File: src/rtl/amba_axi4_lite_pkg.sv
// rtl/amba_axi4_lite_pkg.sv - shared AXI4-Lite response/state types and widths
package amba_axi4_lite_pkg;

    localparam int SIZE_ADDR = 32;
    localparam int SIZE_STRB = 4;

    typedef enum logic [1:0] {
        OKAY   = 2'b00,
        EXOKAY = 2'b01,
        SLVERR = 2'b10,
        DECERR = 2'b11
    } axi_resp_e;

    typedef enum logic [2:0] {
        IDLE    = 3'd0,
        WR_REQ  = 3'd1,
        WR_RESP = 3'd2,
        RD_REQ  = 3'd3,
        RD_RESP = 3'd4,
        RSP     = 3'd5
    } master_state_e;

endpackage

File: src/rtl/amba_axi4_lite_master.sv
// rtl/amba_axi4_lite_master.sv - single-outstanding AXI4-Lite initiator, optional watchdog via AXI4_LITE_MASTER_TIMEOUT_EN
module amba_axi4_lite_master
    import amba_axi4_lite_pkg::*;
#(
    parameter int C_M_AXI_DATA_WIDTH = 32,
    parameter int C_M_AXI_ADDR_WIDTH = 32,
    parameter int TIMEOUT_CYCLES     = 256
) (
    input  logic                            M_AXI_ACLK,
    input  logic                            M_AXI_ARESET,
    output logic [C_M_AXI_ADDR_WIDTH-1:0]   M_AXI_AWADDR,
    output logic [2:0]                      M_AXI_AWPROT,
    output logic                            M_AXI_AWVALID,
    input  logic                            M_AXI_AWREADY,
    output logic [C_M_AXI_DATA_WIDTH-1:0]   M_AXI_WDATA,
    output logic [C_M_AXI_DATA_WIDTH/8-1:0] M_AXI_WSTRB,
    output logic                            M_AXI_WVALID,
    input  logic                            M_AXI_WREADY,
    input  logic [1:0]                      M_AXI_BRESP,
    input  logic                            M_AXI_BVALID,
    output logic                            M_AXI_BREADY,
    output logic [C_M_AXI_ADDR_WIDTH-1:0]   M_AXI_ARADDR,
    output logic [2:0]                      M_AXI_ARPROT,
    output logic                            M_AXI_ARVALID,
    input  logic                            M_AXI_ARREADY,
    input  logic [C_M_AXI_DATA_WIDTH-1:0]   M_AXI_RDATA,
    input  logic [1:0]                      M_AXI_RRESP,
    input  logic                            M_AXI_RVALID,
    output logic                            M_AXI_RREADY,
    input  logic                            i_cmd_valid,
    output logic                            o_cmd_ready,
    input  logic                            i_cmd_write,
    input  logic [SIZE_ADDR-1:0]            i_cmd_addr,
    input  logic [31:0]                     i_cmd_wdata,
    input  logic [SIZE_STRB-1:0]            i_cmd_wstrb,
    output logic                            o_rsp_valid,
    input  logic                            i_rsp_ready,
    output logic [31:0]                     o_rsp_rdata,
    output logic [1:0]                      o_rsp_resp,
    output logic                            o_rsp_timeout
);

    localparam int STRB_W = C_M_AXI_DATA_WIDTH / 8;

    // The local command port is fixed at 32 bits and the counter needs at least one bit.
    if (C_M_AXI_DATA_WIDTH != 32 || TIMEOUT_CYCLES < 2) begin : g_bad_param
        $error("amba_axi4_lite_master: DATA_WIDTH must be 32 and TIMEOUT_CYCLES >= 2");
    end

    master_state_e state_q, state_d;

    logic                          cmd_ready_q, cmd_ready_d;
    logic                          awvalid_q, awvalid_d;
    logic                          wvalid_q, wvalid_d;
    logic                          bready_q, bready_d;
    logic                          arvalid_q, arvalid_d;
    logic                          rready_q, rready_d;
    logic                          aw_done_q, aw_done_d;
    logic                          w_done_q, w_done_d;
    logic [C_M_AXI_ADDR_WIDTH-1:0] addr_q, addr_d;
    logic [C_M_AXI_DATA_WIDTH-1:0] wdata_q, wdata_d;
    logic [STRB_W-1:0]             wstrb_q, wstrb_d;
    logic                          rsp_valid_q, rsp_valid_d;
    logic [31:0]                   rsp_rdata_q, rsp_rdata_d;
    logic [1:0]                    rsp_resp_q, rsp_resp_d;
    logic                          rsp_timeout_q, rsp_timeout_d;

    logic aw_hs, w_hs, b_hs, ar_hs, r_hs;
    logic abort;
    logic timeout_hit;

    assign aw_hs = awvalid_q & M_AXI_AWREADY;
    assign w_hs  = wvalid_q  & M_AXI_WREADY;
    assign b_hs  = bready_q  & M_AXI_BVALID;
    assign ar_hs = arvalid_q & M_AXI_ARREADY;
    assign r_hs  = rready_q  & M_AXI_RVALID;

`ifdef AXI4_LITE_MASTER_TIMEOUT_EN
    localparam int TMO_W = $clog2(TIMEOUT_CYCLES);

    logic [TMO_W-1:0] tmo_cnt_q;
    logic             busy;

    assign busy = (state_q == WR_REQ) || (state_q == WR_RESP) ||
                  (state_q == RD_REQ) || (state_q == RD_RESP);
    assign timeout_hit = busy && (tmo_cnt_q == TMO_W'(TIMEOUT_CYCLES - 1));

    // Watchdog: held at zero outside the bus phases so every accepted command starts fresh.
    always_ff @(posedge M_AXI_ACLK or posedge M_AXI_ARESET) begin
        if (M_AXI_ARESET) begin
            tmo_cnt_q <= '0;
        end else if (!busy) begin
            tmo_cnt_q <= '0;
        end else if (!timeout_hit) begin
            tmo_cnt_q <= tmo_cnt_q + TMO_W'(1);
        end
    end
`else
    assign timeout_hit = 1'b0;
`endif

    // State register.
    always_ff @(posedge M_AXI_ACLK or posedge M_AXI_ARESET) begin
        if (M_AXI_ARESET) begin
            state_q <= IDLE;
        end else begin
            state_q <= state_d;
        end
    end

    // Next state plus next value of every registered output; nothing here reaches a port directly.
    always_comb begin
        state_d       = state_q;
        awvalid_d     = awvalid_q;
        wvalid_d      = wvalid_q;
        bready_d      = bready_q;
        arvalid_d     = arvalid_q;
        rready_d      = rready_q;
        aw_done_d     = aw_done_q;
        w_done_d      = w_done_q;
        addr_d        = addr_q;
        wdata_d       = wdata_q;
        wstrb_d       = wstrb_q;
        rsp_valid_d   = rsp_valid_q;
        rsp_rdata_d   = rsp_rdata_q;
        rsp_resp_d    = rsp_resp_q;
        rsp_timeout_d = rsp_timeout_q;
        abort         = 1'b0;

        case (state_q)
            IDLE: begin
                if (i_cmd_valid && cmd_ready_q) begin
                    addr_d    = C_M_AXI_ADDR_WIDTH'(i_cmd_addr);
                    wdata_d   = C_M_AXI_DATA_WIDTH'(i_cmd_wdata);
                    wstrb_d   = STRB_W'(i_cmd_wstrb);
                    aw_done_d = 1'b0;
                    w_done_d  = 1'b0;
                    if (i_cmd_write) begin
                        state_d   = WR_REQ;
                        awvalid_d = 1'b1;
                        wvalid_d  = 1'b1;
                    end else begin
                        state_d   = RD_REQ;
                        arvalid_d = 1'b1;
                    end
                end
            end
            WR_REQ: begin
                if (aw_hs) begin
                    awvalid_d = 1'b0;
                    aw_done_d = 1'b1;
                end
                if (w_hs) begin
                    wvalid_d = 1'b0;
                    w_done_d = 1'b1;
                end
                if ((aw_done_q || aw_hs) && (w_done_q || w_hs)) begin
                    state_d  = WR_RESP;
                    bready_d = 1'b1;
                end else if (timeout_hit) begin
                    abort = 1'b1;
                end
            end
            WR_RESP: begin
                if (b_hs) begin
                    state_d       = RSP;
                    bready_d      = 1'b0;
                    rsp_valid_d   = 1'b1;
                    rsp_rdata_d   = '0;
                    rsp_resp_d    = M_AXI_BRESP;
                    rsp_timeout_d = 1'b0;
                end else if (timeout_hit) begin
                    abort = 1'b1;
                end
            end
            RD_REQ: begin
                if (ar_hs) begin
                    state_d   = RD_RESP;
                    arvalid_d = 1'b0;
                    rready_d  = 1'b1;
                end else if (timeout_hit) begin
                    abort = 1'b1;
                end
            end
            RD_RESP: begin
                if (r_hs) begin
                    state_d       = RSP;
                    rready_d      = 1'b0;
                    rsp_valid_d   = 1'b1;
                    rsp_rdata_d   = 32'(M_AXI_RDATA);
                    rsp_resp_d    = M_AXI_RRESP;
                    rsp_timeout_d = 1'b0;
                end else if (timeout_hit) begin
                    abort = 1'b1;
                end
            end
            RSP: begin
                if (rsp_valid_q && i_rsp_ready) begin
                    state_d     = IDLE;
                    rsp_valid_d = 1'b0;
                end
            end
            default: begin
                state_d = IDLE;
            end
        endcase

        // Watchdog abandon: release the bus and report a synthetic SLVERR.
        if (abort) begin
            state_d       = RSP;
            awvalid_d     = 1'b0;
            wvalid_d      = 1'b0;
            arvalid_d     = 1'b0;
            bready_d      = 1'b0;
            rready_d      = 1'b0;
            rsp_valid_d   = 1'b1;
            rsp_rdata_d   = '0;
            rsp_resp_d    = SLVERR;
            rsp_timeout_d = 1'b1;
        end

        cmd_ready_d = (state_d == IDLE);
    end

    // Output and payload registers.
    always_ff @(posedge M_AXI_ACLK or posedge M_AXI_ARESET) begin
        if (M_AXI_ARESET) begin
            cmd_ready_q   <= 1'b0;
            awvalid_q     <= 1'b0;
            wvalid_q      <= 1'b0;
            bready_q      <= 1'b0;
            arvalid_q     <= 1'b0;
            rready_q      <= 1'b0;
            aw_done_q     <= 1'b0;
            w_done_q      <= 1'b0;
            addr_q        <= '0;
            wdata_q       <= '0;
            wstrb_q       <= '0;
            rsp_valid_q   <= 1'b0;
            rsp_rdata_q   <= '0;
            rsp_resp_q    <= '0;
            rsp_timeout_q <= 1'b0;
        end else begin
            cmd_ready_q   <= cmd_ready_d;
            awvalid_q     <= awvalid_d;
            wvalid_q      <= wvalid_d;
            bready_q      <= bready_d;
            arvalid_q     <= arvalid_d;
            rready_q      <= rready_d;
            aw_done_q     <= aw_done_d;
            w_done_q      <= w_done_d;
            addr_q        <= addr_d;
            wdata_q       <= wdata_d;
            wstrb_q       <= wstrb_d;
            rsp_valid_q   <= rsp_valid_d;
            rsp_rdata_q   <= rsp_rdata_d;
            rsp_resp_q    <= rsp_resp_d;
            rsp_timeout_q <= rsp_timeout_d;
        end
    end

    assign M_AXI_AWADDR  = addr_q;
    assign M_AXI_AWPROT  = 3'b000;
    assign M_AXI_AWVALID = awvalid_q;
    assign M_AXI_WDATA   = wdata_q;
    assign M_AXI_WSTRB   = wstrb_q;
    assign M_AXI_WVALID  = wvalid_q;
    assign M_AXI_BREADY  = bready_q;
    assign M_AXI_ARADDR  = addr_q;
    assign M_AXI_ARPROT  = 3'b000;
    assign M_AXI_ARVALID = arvalid_q;
    assign M_AXI_RREADY  = rready_q;
    assign o_cmd_ready   = cmd_ready_q;
    assign o_rsp_valid   = rsp_valid_q;
    assign o_rsp_rdata   = rsp_rdata_q;
    assign o_rsp_resp    = rsp_resp_q;
    assign o_rsp_timeout = rsp_timeout_q;

endmodule

File: config.mk
export PLATFORM = sky130hd
export DESIGN_NAME = amba_axi4_lite_master
export DESIGN_NICKNAME = d
export VERILOG_FILES = /design/src/rtl/amba_axi4_lite_pkg.sv /design/src/rtl/amba_axi4_lite_master.sv
export SDC_FILE = /design/constraint.sdc
export NUM_CORES = 1
export LEC_CHECK = 0
export BUFFER_PORTS_ARGS = -buffer_cell sky130_fd_sc_hd__buf_2
export CAP_MARGIN = 20
export CORE_MARGIN = 5
export CORE_UTILIZATION = 35
export CTS_BUF_LIST = sky130_fd_sc_hd__clkbuf_8
export DETAILED_ROUTE_END_ITERATION = 8
export GPL_ROUTABILITY_DRIVEN = 0
export PLACE_DENSITY_LB_ADDON = 0.1
export SLEW_MARGIN = 20
export SYNTH_ARGS = -nofsm -noshare
export SYNTH_HDL_FRONTEND = slang
export SYNTH_SLANG_ARGS = --single-unit
File: constraint.sdc
create_clock -name M_AXI_ACLK -period 3.58 [get_ports M_AXI_ACLK]
set_input_delay 0.716 -clock M_AXI_ACLK [delete_from_list [all_inputs] [get_ports M_AXI_ACLK]]
set_output_delay 0.716 -clock M_AXI_ACLK [all_outputs]
set_load 0.02 [all_outputs]
After elaboration in Yosys (flattened, before gate mapping)
Index checks and enable logic that the tools add are counted.

Bits in registers: 115. Bits of input ports: 114. Output and inout bits: 148. Logic and storage cells: 99.

Eq/ne operators: 15. Mux-type cells: 40. Bitwise logic cells: 5. Reductions and logical operators: 23.

Operators by type and width (count): 32-bit 2-to-1 mux (2); 32-bit case mux with 2 select lines (1); 2-bit != test, second input constant (10); 3-bit 2-to-1 mux (6); 3-bit case mux with 6 select lines (1); 1-bit 2-to-1 mux (17); 1-bit case mux with 2 select lines (8); 4-bit AND reduction (4); 3-bit AND reduction (5); 2-bit nonzero test (5); 3-bit by 2-bit == test with 1-bit output, second input constant (2); 3-bit == test, second input constant (2); 3-bit logical NOT (2); 2-bit 2-to-1 mux (3); 1-bit bitwise AND (5); 2-bit case mux with 2 select lines (1); 3-bit by 1-bit == test with 1-bit output, second input constant (1); 1-bit logical AND (3); 1-bit case mux with 3 select lines (1); 3-bit nonzero test (1); 1-bit logical OR (2); 2-bit AND reduction (1).

Longest topological paths before layout
Word-level depth: 6. Gate-level depth with buffers: 7. Depth with buffers taken out: 4.

Worst setup path before layout
No wires, ideal clock.

Kind: input-to-reg. From: input port M_AXI_BVALID. To: register rsp_rdata_q[4], in the netlist o_rsp_rdata[4]. Setup time: 0.134 ns. Arrival time: 1.518 ns. Required time: 3.446 ns. Path slack: 1.928 ns. Cell stages on the path: 6. Buffers on the path: 2. Path through: and3b_1 a32o_2 buf_6 buf_6 nand3_1 o21ai_0.

Cells in the longest elaborated chain, start to end: 3.

RTL lines: from (decl) (line amba_axi4_lite_master.sv:20) `input logic M_AXI_BVALID,`; 1-bit bitwise AND (line amba_axi4_lite_master.sv:74) `assign b_hs = bready_q & M_AXI_BVALID;`; 2-bit != test (no source line); 3-bit AND reduction (no source line); to (signal assigned) (line amba_axi4_lite_master.sv:256) `rsp_rdata_q <= rsp_rdata_d;`; to (decl) (line amba_axi4_lite_master.sv:64) `logic [31:0] rsp_rdata_q, rsp_rdata_d;`.

No other way between the ends. A chain may end at the register's enable or synchronous reset.

Final worst setup path
From: register state_q[0]. To: register wdata_q[18], in the netlist M_AXI_WDATA[18].

Cells in the longest elaborated chain, start to end: 2.

RTL lines: from (decl) (line amba_axi4_lite_master.sv:50) `master_state_e state_q, state_d;`; from (signal assigned) (line amba_axi4_lite_master.sv:107) `state_q <= state_d;`; 3-bit logical NOT (line amba_axi4_lite_master.sv:130) `case (state_q)`; 2-bit AND reduction (no source line); to (signal assigned) (line amba_axi4_lite_master.sv:253) `wdata_q <= wdata_d;`; to (decl) (line amba_axi4_lite_master.sv:61) `logic [C_M_AXI_DATA_WIDTH-1:0] wdata_q, wdata_d;`.

No other way between the ends.

==> impl_results.rst <==
.. list-table::
   :header-rows: 1

   * - Metric
     - Value
   * - DR WL/cell
     - 14.30 um
   * - Max FO, Critical Path
     - 41
   * - Max Cap Violations
     - 0
   * - Critical path launch point
     - state_q[0]$_DFF_PP0_
   * - Min Clock Period, post-route
     - 2.208 ns
   * - Synthesized instance count
     - 539
   * - Routing usage on met2
     - 26.94%
   * - Antenna violation net count after detailed routing
     - 0
   * - Total number of vias
     - 4253
   * - Clk pin slew, worst setup/hold paths
     - 0.07 ns
   * - Type of the tightest min-delay check
     - input port to asynchronous set/reset pin
   * - Ports placed on the boundary
     - 262
   * - Fraction of the cycle the final worst path needs
     - 61.68%
   * - HPWL after detailed placement
     - 10120 um
   * - Number of global-route vias before repair
     - 4279
   * - Area of the core
     - 13720 um2
   * - Hold Slack
     - 0.4166 ns
   * - Yosys top cell area share
     - 58.96%
   * - Placement-stage worst setup slack
     - 1.351 ns
   * - Initial core utilization
     - 35.27%
   * - Largest net degree at the start of global routing
     - 43
   * - Sequential cell area fraction in the yosys report
     - 58.96%
   * - Count of input and output buffers
     - 254
   * - Flip-flop and latch count after synthesis
     - 114
   * - Dominant cells by area after synthesis
     - dfrtp_1 59%, nand2_1 17%, buf_4 6.2%
   * - Post-Place Cell Area
     - 6022 um2
   * - Reg2Reg Launch Point
     - state_q[0]$_DFF_PP0_
   * - Worst Skew
     - 0.009983 ns
   * - Post-layout worst setup margin
     - 1.372 ns
   * - Wire length of the first global-routing pass
     - 21710 um
   * - Cell area after layout
     - 6405 um2
   * - Maximum number of buffers from clock root to sink
     - 2
   * - Fmax achieved
     - 452.9 MHz
   * - Grt ovf
     - 0
   * - TritonCTS clock tree
     - done
   * - Arrival time worst endpoint
     - 2.57 ns
   * - Clock latency of the later-clocked register in the worst-skew pair
     - 0.42 ns
   * - Area of the die
     - 16280 um2
   * - List of most frequent post-synthesis cells
     - 213 x nand2_1, 114 x dfrtp_1, 40 x buf_4, 37 x nand3_1, 34 x inv_1
   * - Count of instances resized after the clock tree is built
     - 0
   * - PwrDens
     - 958.6 nW/um2
   * - Worst Setup EP
     - M_AXI_WDATA[18]$_DFFE_PP0P_
   * - Setup fix buffers added after clock tree synthesis
     - 0
   * - Area leader, netlist
     - dfrtp_1
   * - Number of clock sinks
     - 114
   * - Standard-cell rows
     - 43
   * - GRT Overall Usage
     - 16.77%
   * - Avg Synthesized Cell Area
     - 8.977 um2
   * - Mean number of vias per cell
     - 4.467
   * - CTS Hold Bufs
     - 0
   * - Iteration count of the initial detailed-routing pass
     - 5
   * - Count of flip-flops with a built-in enable after synthesis
     - 0
   * - Most frequent cell after synthesis
     - nand2_1
   * - GR Layer Usage met3
     - 5.644%
   * - GR Util met1
     - 20.52%
   * - Final number of hold-violating endpoints
     - 0
   * - Register-to-Register Setup Slack
     - 1.37 ns
   * - Count of distinct cell types in the synthesized netlist
     - 32
   * - Leakage power total
     - 3.687 nW
   * - Net total in the final layout
     - 874
   * - # diodes
     - 0
   * - Initial antenna violation count
     - 0
   * - Terminus of the critical flop-to-flop path
     - M_AXI_WDATA[18]$_DFFE_PP0P_
   * - Share of flip-flops with an asynchronous set or reset after synthesis
     - 100.0%
   * - Number of violations reported at the end of detailed-routing iteration 0
     - 229
   * - RSZ-0062 raised after global routing
     - false
   * - Worst setup path category
     - register to register
   * - WP data required
     - 3.94 ns
   * - Deepest level of the CTS H-tree
     - 4
   * - Setup violation total in the final timing report
     - 0
   * - Result of the run
     - finished clean
   * - Die Y
     - 127.6 um
   * - Final core utilization
     - 46.68%
   * - Critical Path End Type
     - register
   * - Dominant register cell in the synthesized netlist
     - dfrtp_1
   * - CP Launch Type
     - register
   * - Area overhead of the layout relative to synthesis
     - 32.38%
   * - Slew HR
     - 48.19%
   * - Die width
     - 127.6 um
   * - Wirelength, routed
     - 13610 um
   * - CTS Root Cell
     - clkbuf_8
   * - Worst Tran Pin Value
     - 0.7755 ns
   * - Residual DRC count
     - 0
   * - Setup TNS
     - 0 ns
   * - Number of slew-limit violations in the final report
     - 0
   * - Number of buffers created by CTS
     - 17
   * - Number of warnings reported in the yosys synthesis log
     - 0
   * - R2R depth
     - 5
   * - Busiest layer in global routing
     - met2
   * - Share of post-route cells with drive strength above 1
     - 38.08%
   * - Area of the mapped netlist
     - 4838 um2
   * - Largest voltage drop on the vdd net
     - 0.4054 mV
## metrics by stage
| stage | total power, mW | std cells |
|---|---|---|
| 2_1_floorplan | 4.199 | 545 |
| 3_3_place_gp | 4.995 | 921 |
| 3_5_place_dp | 5.045 | 921 |
| 4_1_cts | 6.236 | 952 |
| 5_1_grt | 6.597 | 952 |
| 6_report | 6.140 | 952 |
## final cells by class
type	instances	area, um2
clock buffers	21	289.0
well taps	180	225.2
inverters	34	131.4
fillers	1386	7315
multi-input cells	331	1456
clock inverters	10	93.84
repair buffers	262	1356
flip-flops and latches	114	2853
## placed cells by master (no fill, tap or decap), drive strengths merged, types with 2 or more instances in the layout
master	n
a21oi	6
a31oi	4
and3	2
buf	262
bufinv	2
clkbuf	21
clkinv	3
conb	7
dfrtp	114
inv	38
mux2i	2
nand2	213
nand3	37
nand4	2
nor2	7
nor2b	2
nor3b	2
o21ai	36
## cell families after synthesis
kind of cell / after synthesis / share of synthesized area (%)
multiplexers: 2 / 0.4138
AND/OR/NAND/NOR: 270 / 22.99
other: 1 / 0.07751
AO/OA/AOI/OAI: 52 / 5.896
flip-flops: 114 / 58.96
buffers and inverters: 100 / 11.66
## worst max-delay path, stage by stage (launching register included)
cell     delay, ns
dfrtp_1       0.51
nor3_1        0.32
and3_2        0.62
buf_4         0.49
nand2_1       0.10
nand2_1       0.07
## worst min path at each step
stage,depth (start not counted),to
global route,2,o_rsp_rdata[6]$_DFFE_PP0P_
CTS,2,o_rsp_rdata[0]$_DFFE_PP0P_
finish,2,o_rsp_rdata[0]$_DFFE_PP0P_
detailed placement,2,M_AXI_WDATA[5]$_DFFE_PP0P_
floorplan,2,aw_done_q$_DFFE_PP0P_
global placement,2,M_AXI_WDATA[17]$_DFFE_PP0P_
## sequential cells by signal (all words and copies together), names as in the netlist, 2 cells and up
register,flops
o_rsp_rdata,32
state_q,3
M_AXI_ARADDR,32
M_AXI_WSTRB,4
o_rsp_resp,2
M_AXI_WDATA,32
## power breakdown
group	leakage, nW	total, mW	internal, mW	switching [mW]
sequential	1.44	2.24	1.86	0.379
combinational	2.03	2.74	0.885	1.85
clock	0.218	1.17	0.673	0.493
## metal layers
metal	up-vias	share of wire, %
li1	2094	-
met4	0	2.7
met1	1937	40
met5	-	0
met2	195	47
met3	27	9.7
(Power assumes the default switching activity.)
